--- src/rtl/async_fifo_pkg.sv ---
// Shared definitions for the async FIFO write- and read-side controllers.
// Pointer vectors are carried at the widest supported width; callers
// zero-extend into ptr_vec_t and truncate the result back to their own width.
package async_fifo_pkg;

   localparam int unsigned MaxPtrWidth = 16;

   typedef logic [MaxPtrWidth:0] ptr_vec_t;

   function automatic ptr_vec_t bin2gray(input ptr_vec_t bin);
      return bin ^ (bin >> 1);
   endfunction

   // Prefix XOR from the MSB down; zero-extended upper bits contribute nothing.
   function automatic ptr_vec_t gray2bin(input ptr_vec_t gray);
      ptr_vec_t bin;
      bin = gray;
      for (int unsigned i = 1; i <= MaxPtrWidth; i++) begin
         bin = bin ^ (gray >> i);
      end
      return bin;
   endfunction

endpackage

--- src/rtl/fifo_wr_ctrl_if.sv ---
// Write-side bus of the async FIFO: write request, synchronised-from pointer
// input and the controller's address/flag outputs.
// Optional feature macro: FIFO_WR_ALMOST_FULL_EN adds o_wr_almost_full and
// o_wr_level.
interface fifo_wr_ctrl_if #(
   parameter int unsigned PtrWidth = 3
) ();

   logic                i_wr_en;
   logic [PtrWidth:0]   i_rd_gptr;
   logic [PtrWidth-1:0] o_wr_ptr;
   logic [PtrWidth:0]   o_wr_gptr;
   logic                o_wr_full;
   logic                o_wr_overflow;
`ifdef FIFO_WR_ALMOST_FULL_EN
   logic                o_wr_almost_full;
   logic [PtrWidth:0]   o_wr_level;

   modport master (
      output i_wr_en, i_rd_gptr,
      input  o_wr_ptr, o_wr_gptr, o_wr_full, o_wr_overflow,
      input  o_wr_almost_full, o_wr_level
   );

   modport slave (
      input  i_wr_en, i_rd_gptr,
      output o_wr_ptr, o_wr_gptr, o_wr_full, o_wr_overflow,
      output o_wr_almost_full, o_wr_level
   );
`else
   modport master (
      output i_wr_en, i_rd_gptr,
      input  o_wr_ptr, o_wr_gptr, o_wr_full, o_wr_overflow
   );

   modport slave (
      input  i_wr_en, i_rd_gptr,
      output o_wr_ptr, o_wr_gptr, o_wr_full, o_wr_overflow
   );
`endif

endinterface

--- src/rtl/sync_2ff.sv ---
// Two-stage synchroniser with asynchronous active-low reset. Shared by the
// write- and read-side FIFO controllers for crossing Gray pointers.
module sync_2ff #(
   parameter int unsigned Width = 1
) (
   input  logic             clk,
   input  logic             rst_n,
   input  logic [Width-1:0] i_d,
   output logic [Width-1:0] o_q
);

   logic [Width-1:0] q1;

   // First stage may go metastable; second stage gives it a cycle to settle.
   always_ff @(posedge clk or negedge rst_n) begin
      if (!rst_n) begin
         q1  <= '0;
         o_q <= '0;
      end else begin
         q1  <= i_d;
         o_q <= q1;
      end
   end

endmodule

--- src/rtl/fifo_wr_ctrl.sv ---
// Write-side controller of the async FIFO (clk_wr domain): binary/Gray write
// pointers, read-pointer synchroniser, registered full flag and sticky
// overflow flag.
// Optional feature macro: FIFO_WR_ALMOST_FULL_EN adds a registered occupancy
// (o_wr_level) and almost-full flag computed against the synchronised read
// pointer.
module fifo_wr_ctrl
   import async_fifo_pkg::*;
#(
   parameter int unsigned Depth            = 8,
   parameter int unsigned PtrWidth         = $clog2(Depth),
   parameter int unsigned AlmostFullThresh = Depth - 2
) (
   input logic           clk_wr,
   input logic           rst_n,
   fifo_wr_ctrl_if.slave bus
);

   localparam int unsigned PW1 = PtrWidth + 1;

   if (Depth < 2 || (Depth & (Depth - 1)) != 0) begin : g_bad_depth
      $error("fifo_wr_ctrl: Depth must be a power of 2 and >= 2");
   end
   if (PtrWidth != $clog2(Depth) || PtrWidth > MaxPtrWidth) begin : g_bad_ptr
      $error("fifo_wr_ctrl: PtrWidth must equal clog2(Depth) and fit MaxPtrWidth");
   end
   if (AlmostFullThresh > Depth) begin : g_bad_thresh
      $error("fifo_wr_ctrl: AlmostFullThresh must not exceed Depth");
   end

   logic [PtrWidth:0] wbin;
   logic [PtrWidth:0] wbin_next;
   logic [PtrWidth:0] wgray_q;
   logic [PtrWidth:0] wgray_next;
   logic [PtrWidth:0] rq2;
   logic [PtrWidth:0] full_cmp;
   logic              wr_accept;
   logic              full_q;
   logic              full_next;
   logic              overflow_q;
   logic              overflow_next;

   sync_2ff #(
      .Width (PW1)
   ) u_rd_sync (
      .clk   (clk_wr),
      .rst_n (rst_n),
      .i_d   (bus.i_rd_gptr),
      .o_q   (rq2)
   );

   // Next pointer, full and overflow state from the current request and rq2.
   // Full compares against the read pointer with its top two Gray bits
   // inverted, written as an XOR mask so Depth=2 needs no special case.
   always_comb begin
      wr_accept     = bus.i_wr_en & ~full_q;
      wbin_next     = wbin + PW1'(wr_accept);
      wgray_next    = PW1'(bin2gray(ptr_vec_t'(wbin_next)));
      full_cmp      = rq2 ^ (PW1'(3) << (PtrWidth - 1));
      full_next     = (wgray_next == full_cmp);
      overflow_next = overflow_q | (bus.i_wr_en & full_q);
   end

   // Pointer and flag registers.
   always_ff @(posedge clk_wr or negedge rst_n) begin
      if (!rst_n) begin
         wbin       <= '0;
         wgray_q    <= '0;
         full_q     <= 1'b0;
         overflow_q <= 1'b0;
      end else begin
         wbin       <= wbin_next;
         wgray_q    <= wgray_next;
         full_q     <= full_next;
         overflow_q <= overflow_next;
      end
   end

   assign bus.o_wr_ptr      = wbin[PtrWidth-1:0];
   assign bus.o_wr_gptr     = wgray_q;
   assign bus.o_wr_full     = full_q;
   assign bus.o_wr_overflow = overflow_q;

`ifdef FIFO_WR_ALMOST_FULL_EN
   logic [PtrWidth:0] rbin_sync;
   logic [PtrWidth:0] level_next;
   logic [PtrWidth:0] level_q;
   logic              almost_full_next;
   logic              almost_full_q;

   // Occupancy against the lagging read pointer; reads pessimistically high.
   always_comb begin
      rbin_sync        = PW1'(gray2bin(ptr_vec_t'(rq2)));
      level_next       = wbin_next - rbin_sync;
      almost_full_next = (level_next >= PW1'(AlmostFullThresh));
   end

   // Level and almost-full registers.
   always_ff @(posedge clk_wr or negedge rst_n) begin
      if (!rst_n) begin
         level_q       <= '0;
         almost_full_q <= 1'b0;
      end else begin
         level_q       <= level_next;
         almost_full_q <= almost_full_next;
      end
   end

   assign bus.o_wr_level       = level_q;
   assign bus.o_wr_almost_full = almost_full_q;
`endif

endmodule

--- src/flat_wrapper.sv ---
// flat-port wrapper written by rule: the top's interface ports become plain ports
module fifo_wr_ctrl_flat import async_fifo_pkg::*;
#(
   parameter int unsigned Depth            = 8,
   parameter int unsigned PtrWidth         = $clog2(Depth),
   parameter int unsigned AlmostFullThresh = Depth - 2
)
  (clk_wr, rst_n, bus_i_wr_en, bus_i_rd_gptr, bus_o_wr_ptr, bus_o_wr_gptr, bus_o_wr_full, bus_o_wr_overflow);
  fifo_wr_ctrl_if #(.PtrWidth(PtrWidth)) bus_i ();
  input logic clk_wr;
  input logic rst_n;
  input wire logic [$bits(bus_i.i_wr_en)-1:0] bus_i_wr_en;
  input wire logic [$bits(bus_i.i_rd_gptr)-1:0] bus_i_rd_gptr;
  output wire logic [$bits(bus_i.o_wr_ptr)-1:0] bus_o_wr_ptr;
  output wire logic [$bits(bus_i.o_wr_gptr)-1:0] bus_o_wr_gptr;
  output wire logic [$bits(bus_i.o_wr_full)-1:0] bus_o_wr_full;
  output wire logic [$bits(bus_i.o_wr_overflow)-1:0] bus_o_wr_overflow;
  assign bus_i.i_wr_en = bus_i_wr_en;
  assign bus_i.i_rd_gptr = bus_i_rd_gptr;
  assign bus_o_wr_ptr = bus_i.o_wr_ptr;
  assign bus_o_wr_gptr = bus_i.o_wr_gptr;
  assign bus_o_wr_full = bus_i.o_wr_full;
  assign bus_o_wr_overflow = bus_i.o_wr_overflow;
  fifo_wr_ctrl #(.Depth(Depth), .PtrWidth(PtrWidth), .AlmostFullThresh(AlmostFullThresh)) u_core (.clk_wr(clk_wr), .rst_n(rst_n), .bus(bus_i));
endmodule
--- config.mk ---
export PLATFORM = sky130hd
export DESIGN_NAME = fifo_wr_ctrl_flat
export DESIGN_NICKNAME = d
export VERILOG_FILES = /design/src/rtl/async_fifo_pkg.sv /design/src/rtl/fifo_wr_ctrl_if.sv /design/src/rtl/sync_2ff.sv /design/src/rtl/fifo_wr_ctrl.sv /design/src/flat_wrapper.sv
export SDC_FILE = /design/constraint.sdc
export NUM_CORES = 1
export LEC_CHECK = 0
export ABC_AREA = 1
export BUFFER_PORTS_ARGS = -buffer_cell sky130_fd_sc_hd__buf_2
export CAP_MARGIN = 20
export CORE_MARGIN = 2
export CORE_UTILIZATION = 50
export CTS_BUF_LIST = sky130_fd_sc_hd__clkbuf_8
export CTS_CLUSTER_SIZE = 40
export DETAILED_ROUTE_END_ITERATION = 8
export PLACE_DENSITY = 0.73
export SLEW_MARGIN = 20
export SYNTH_ARGS = -nofsm -noshare
export SYNTH_HDL_FRONTEND = slang
export SYNTH_SLANG_ARGS = --single-unit
--- constraint.sdc ---
create_clock -name clk_wr -period 2.1 [get_ports clk_wr]
set_input_delay 0 -clock clk_wr [delete_from_list [all_inputs] [get_ports clk_wr]]
set_output_delay 0 -clock clk_wr [all_outputs]
set_load 0.02 [all_outputs]
# Word level (Yosys, flattened, before mapping)
# Index checks and enable logic that the tools add are counted.
word_totals:
  elab_cells: 14
  out_inout_bits: 9
  regBits: 18
  in_bits: 7
classes:
  bitwise: 6
  add_sub_neg: 1
  eq_ne: 1
ops:
  columns: ["op", "n"]
  rows:
  - ["4-bit by 1-bit adder with 4-bit output", 1]
  - ["4-bit equality test", 1]
  - ["4-bit by 3-bit bitwise XOR with 4-bit output", 1]
  - ["1-bit bitwise AND", 2]
  - ["2-bit inverter", 1]
  - ["1-bit inverter", 1]
  - ["1-bit bitwise OR", 1]

# Depth between registers and ports, before layout
logic_depth:
  word_depth: 5
  ltp_mapped: 13
  ltp_nobuf: 13

# Cells and area by module
# Synthesis repeated with hierarchy kept, for this count alone.
unflattened:
  cells_unflattened: 67
  hier_area_um2: 684.4
modules_own_cells:
  columns: ["mod", "n_inst", "area_each_um2", "cells_per_inst", "seq_area_each_um2"]
  rows:
  - ["fifo_wr_ctrl", 1, 484.2, 59, 225.2]
  - ["sync_2ff", 1, 200.2, 8, 200.2]

# Least setup slack after synthesis
# Ideal clock, no wire load.
synth_timing:
  path_kind: "reg2reg"
  start: "register u_core.full_q (netlist: u_core.bus.o_wr_full)"
  end: "register u_core.full_q (netlist: u_core.bus.o_wr_full)"
  n_path_buf: 0
  t_arrival_ps: 1554
  required_time_ps: 2029
  slack_ps: 475
  setup_time_ps: 71
  path_stages_with_launch: 10
  synth_period_minus_slack_ps: 1625
  cell_sequence: "dfrtp_1 -> nor2_1 -> ha_1 -> ha_1 -> xor2_1 -> nand2_1 -> nand2_1 -> nor2_1 -> nand2_1 -> nor2_1"
synth_via:
  elab_chain_cells: 5
synth_lines:
  columns: ["element", "line", "text"]
  rows:
  - ["start: declaration", "fifo_wr_ctrl.sv:38", "logic full_q;"]
  - ["start signal: assignment", "fifo_wr_ctrl.sv:74", "full_q <= full_next;"]
  - ["1-bit inverter", "fifo_wr_ctrl.sv:56", "wr_accept = bus.i_wr_en & ~full_q;"]
  - ["1-bit bitwise AND", "fifo_wr_ctrl.sv:56", null]
  - ["4-bit by 1-bit adder with 4-bit output", "fifo_wr_ctrl.sv:57", "wbin_next = wbin + PW1'(wr_accept);"]
  - ["via u_core.wbin_next[1]", "fifo_wr_ctrl.sv:32", "logic [PtrWidth:0] wbin_next;"]
  - ["4-bit by 3-bit bitwise XOR with 4-bit output", "async_fifo_pkg.sv:11", "return bin ^ (bin >> 1);"]
  - ["via u_core.wgray_next[0]", "fifo_wr_ctrl.sv:34", "logic [PtrWidth:0] wgray_next;"]
  - ["4-bit equality test", "fifo_wr_ctrl.sv:60", "full_next = (wgray_next == full_cmp);"]
  - ["via u_core.full_next", "fifo_wr_ctrl.sv:39", "logic full_next;"]
# The timed path passes the listed nets, and every way through them passes these cells.

# Final worst setup path
layout_timing:
  start: "input port bus_i_wr_en"
  end: "register u_core.full_q (netlist: u_core.bus.o_wr_full)"
layout_via:
  elab_chain_cells: 4
layout_lines:
  columns: ["element", "line", "text"]
  rows:
  - ["start: declaration", "flat_wrapper.sv:12", "input wire logic [$bits(bus_i.i_wr_en)-1:0] bus_i_wr_en;"]
  - ["1-bit bitwise AND", "fifo_wr_ctrl.sv:56", null]
  - ["4-bit by 1-bit adder with 4-bit output", "fifo_wr_ctrl.sv:57", null]
  - ["via u_core.wbin_next[1]", "fifo_wr_ctrl.sv:32", null]
  - ["4-bit by 3-bit bitwise XOR with 4-bit output", "async_fifo_pkg.sv:11", null]
  - ["via u_core.wgray_next[0]", "fifo_wr_ctrl.sv:34", null]
  - ["4-bit equality test", "fifo_wr_ctrl.sv:60", null]
  - ["via u_core.full_next", "fifo_wr_ctrl.sv:39", null]
# The timed path passes the listed nets, and every way through them passes these cells.

==> out/metrics.cfg <==
[setup_path]
end_kind = flop
critPathRequiredTime_ns = 2.24
path_class = primary input to flop
worstReg2RegEnd = u_core.bus.o_wr_full$_DFF_PN0_
start_kind = primary input
crit_path_end = u_core.bus.o_wr_full$_DFF_PN0_
rrSetupSlack_ns = 0.45
reg2regPathDepth = 9
path_max_fanout = 6
crit_arrival_ns = 1.85
rr_startpoint = u_core.bus.o_wr_full$_DFF_PN0_
startpoint = bus_i_wr_en

[power_and_ir_drop]
p_switching_uw = 555
pwr-share-comb = 0.469
sw_frac_of_total = 0.416
ir_drop_mv = 0.863
powerDensity_nw_per_um2 = 1510
cellLeakagePower_uw = 0.000479
seqPwrFrac = 0.358
clkPwrFrac = 0.172
p_total_uw = 1330
internal_power_uw = 778

[yosys]
avgSynthCellArea_um2 = 10.2
ys.warnings.count = 0
syn_area_um2 = 682
synth.distinct_cells = 13
ys_ff_latch = 17
syn-num-nets = 76
synthCells = 67
synth_top_area_share = 0.624
yosys.area.top_type = dfrtp_1
synthTopCellsByArea = dfrtp_1, nand2_1, nand3_1, inv_1, ha_1
ys_seq_area_frac = 0.624

[final_layout]
nNetsFinal = 102
final_cell_mix = nand2_1, dfrtp_1, buf_2
final_core_util = 0.685
diodes = 0
drive_above_1_share = 0.250
area_growth_pct = 29.2
final_common_cell = nand2_1

[global_route]
antenna_found_initial = 0
grt_pass1_vias = 451
grt_pass1_wl_um = 1760
grtUsageTotal = 0.169
grt_overflow_total = 0
grt_max_degree = 18

[clock_tree]
clk_pin_slew_worst_paths_ns = 0.06
cts.path.max_buffers = 2
cts_sinks = 17
cts_resized = 0
htreeDepth = 1
cts_tree = built
post_cts_buffers = 0
numCtsBuffers = 3
clock-root-buffer = clkbuf_8
ctsHoldBuffers = 6
insertion_delay_ns = 0.24

[detailed_routing]
wl_per_cell_um = 10.4
dr.first_iter.drc_count = 8
viasPerCell = 4.69
dr.pass1.iters = 4
vias = 502
ant_nets = 0
drc = 0
routed_wl_um = 1110

[floorplan]
die_y_um = 40.9
ios = 16
fp.dieArea_um2 = 1680
die_x_um = 40.9
row_count = 13
core-area_um2 = 1280
initial_core_util = 0.531

[placed_design]
dp_hpwl_um = 780
port_buffers = 15
gp_congestion = 0.745

[sta]
fin_crit_sh = 0.817
setup_violations = 0
hold_viol = 0
worst_clock_skew_ns = 0.00395
tns_ns = 0
slew_headroom = 0.749
drv_slew = 0
fmax_mhz = 583
rsz0062_at_grt = no
worst-slew-pin-transition_ns = 0.377
post-route-min-period_ns = 1.71

[flow_run]
cap_violations = 0

[min_path]
worst_hold_path_type = primary input to asynchronous set/reset pin

[run_status]
status = completed

registers in the layout, indices dropped and copies added, names as in the netlist:
signal and flops:
u_core.u_rd_sync.o_q 4, u_core.u_rd_sync.q1 4, u_core.wbin 4, u_core.bus.o_wr_gptr 3
u_core.bus.o_wr_full 1, u_core.bus.o_wr_overflow 1
worst max-delay path, cell delays in order:
cell	delay, ns
dlygate4sd3_1	0.54
buf_2	0.13
inv_1	0.04
nor2_1	0.03
ha_1	0.22
ha_1	0.41
xor2_1	0.22
nand2_1	0.07
nand2_1	0.06
nor2_1	0.04
nand2_1	0.05
nor2_1	0.04
final cells by class:
| class | instances | area, µm² |
|---|---|---|
| flip-flops and latches | 17 | 425 |
| repair buffers | 21 | 135 |
| fillers | 107 | 404 |
| multi-input cells | 41 | 223 |
| clock inverters | 1 | 3.75 |
| inverters | 9 | 33.8 |
| clock buffers | 3 | 41.3 |
| well taps | 15 | 18.8 |
cell families after synthesis:
kind of cell,share of synthesized area
simple gates,0.253
xor+xnor,0.0257
buf+inv,0.0495
flops,0.624
compound gates,0.0110
fa+ha+maj,0.0367
power by group through the flow:
stage,Clock [µW],Combinational (µW),Sequential (µW)
2_1_floorplan,0,358,579
3_3_place_gp,0,598,482
3_5_place_dp,0,617,482
4_1_cts,238,628,477
5_1_grt,250,694,491
6_report,230,625,477
cells in the mapped netlist:
cell type	instances
a21o_1	1
dfrtp_1	17
ha_1	2
inv_1	9
nand2_1	18
nand2_2	3
nand3_1	7
nand3_2	2
nand3b_1	1
nand4_1	2
nor2_1	3
xnor2_1	1
xor2_1	1
routing by layer:
layer / track usage / vias up / part of all wire / routed length [µm]
li1: - / 261 / - / -
met1: 0.199 / 227 / 0.49 / 549
met2: 0.270 / 12 / 0.45 / 498
met3: 0.0489 / 2 / 0.049 / 54
met4: 0.100 / 0 / 0.0090 / 10
met5: 0 / - / 0 / 0
per-stage QoR:
stage	worst slack (ns)	instances	instance area (µm²)	hold slack, ns
global placement	0.507	97	776	-0.0662
floorplan	0.475	67	682	-0.296
global route	0.263	107	881	0.251
CTS	0.408	107	881	0.210
finish	0.385	107	881	0.202
detailed placement	0.465	97	776	-0.0628
how the worst min path moves through the flow:
stage	startpoint	endpoint	slack (ns)	cells after the start
global route	rst_n	u_core.wbin[3]$_DFF_PN0_	0.25	2
detailed placement	rst_n	u_core.wbin[2]$_DFF_PN0_	-0.06	1
global placement	rst_n	u_core.wbin[2]$_DFF_PN0_	-0.07	1
CTS	rst_n	u_core.bus.o_wr_gptr[1]$_DFF_PN0_	0.21	2
finish	rst_n	u_core.wbin[3]$_DFF_PN0_	0.20	2
floorplan	rst_n	u_core.bus.o_wr_full$_DFF_PN0_	-0.30	0
Power figures use the tool's default switching activity.
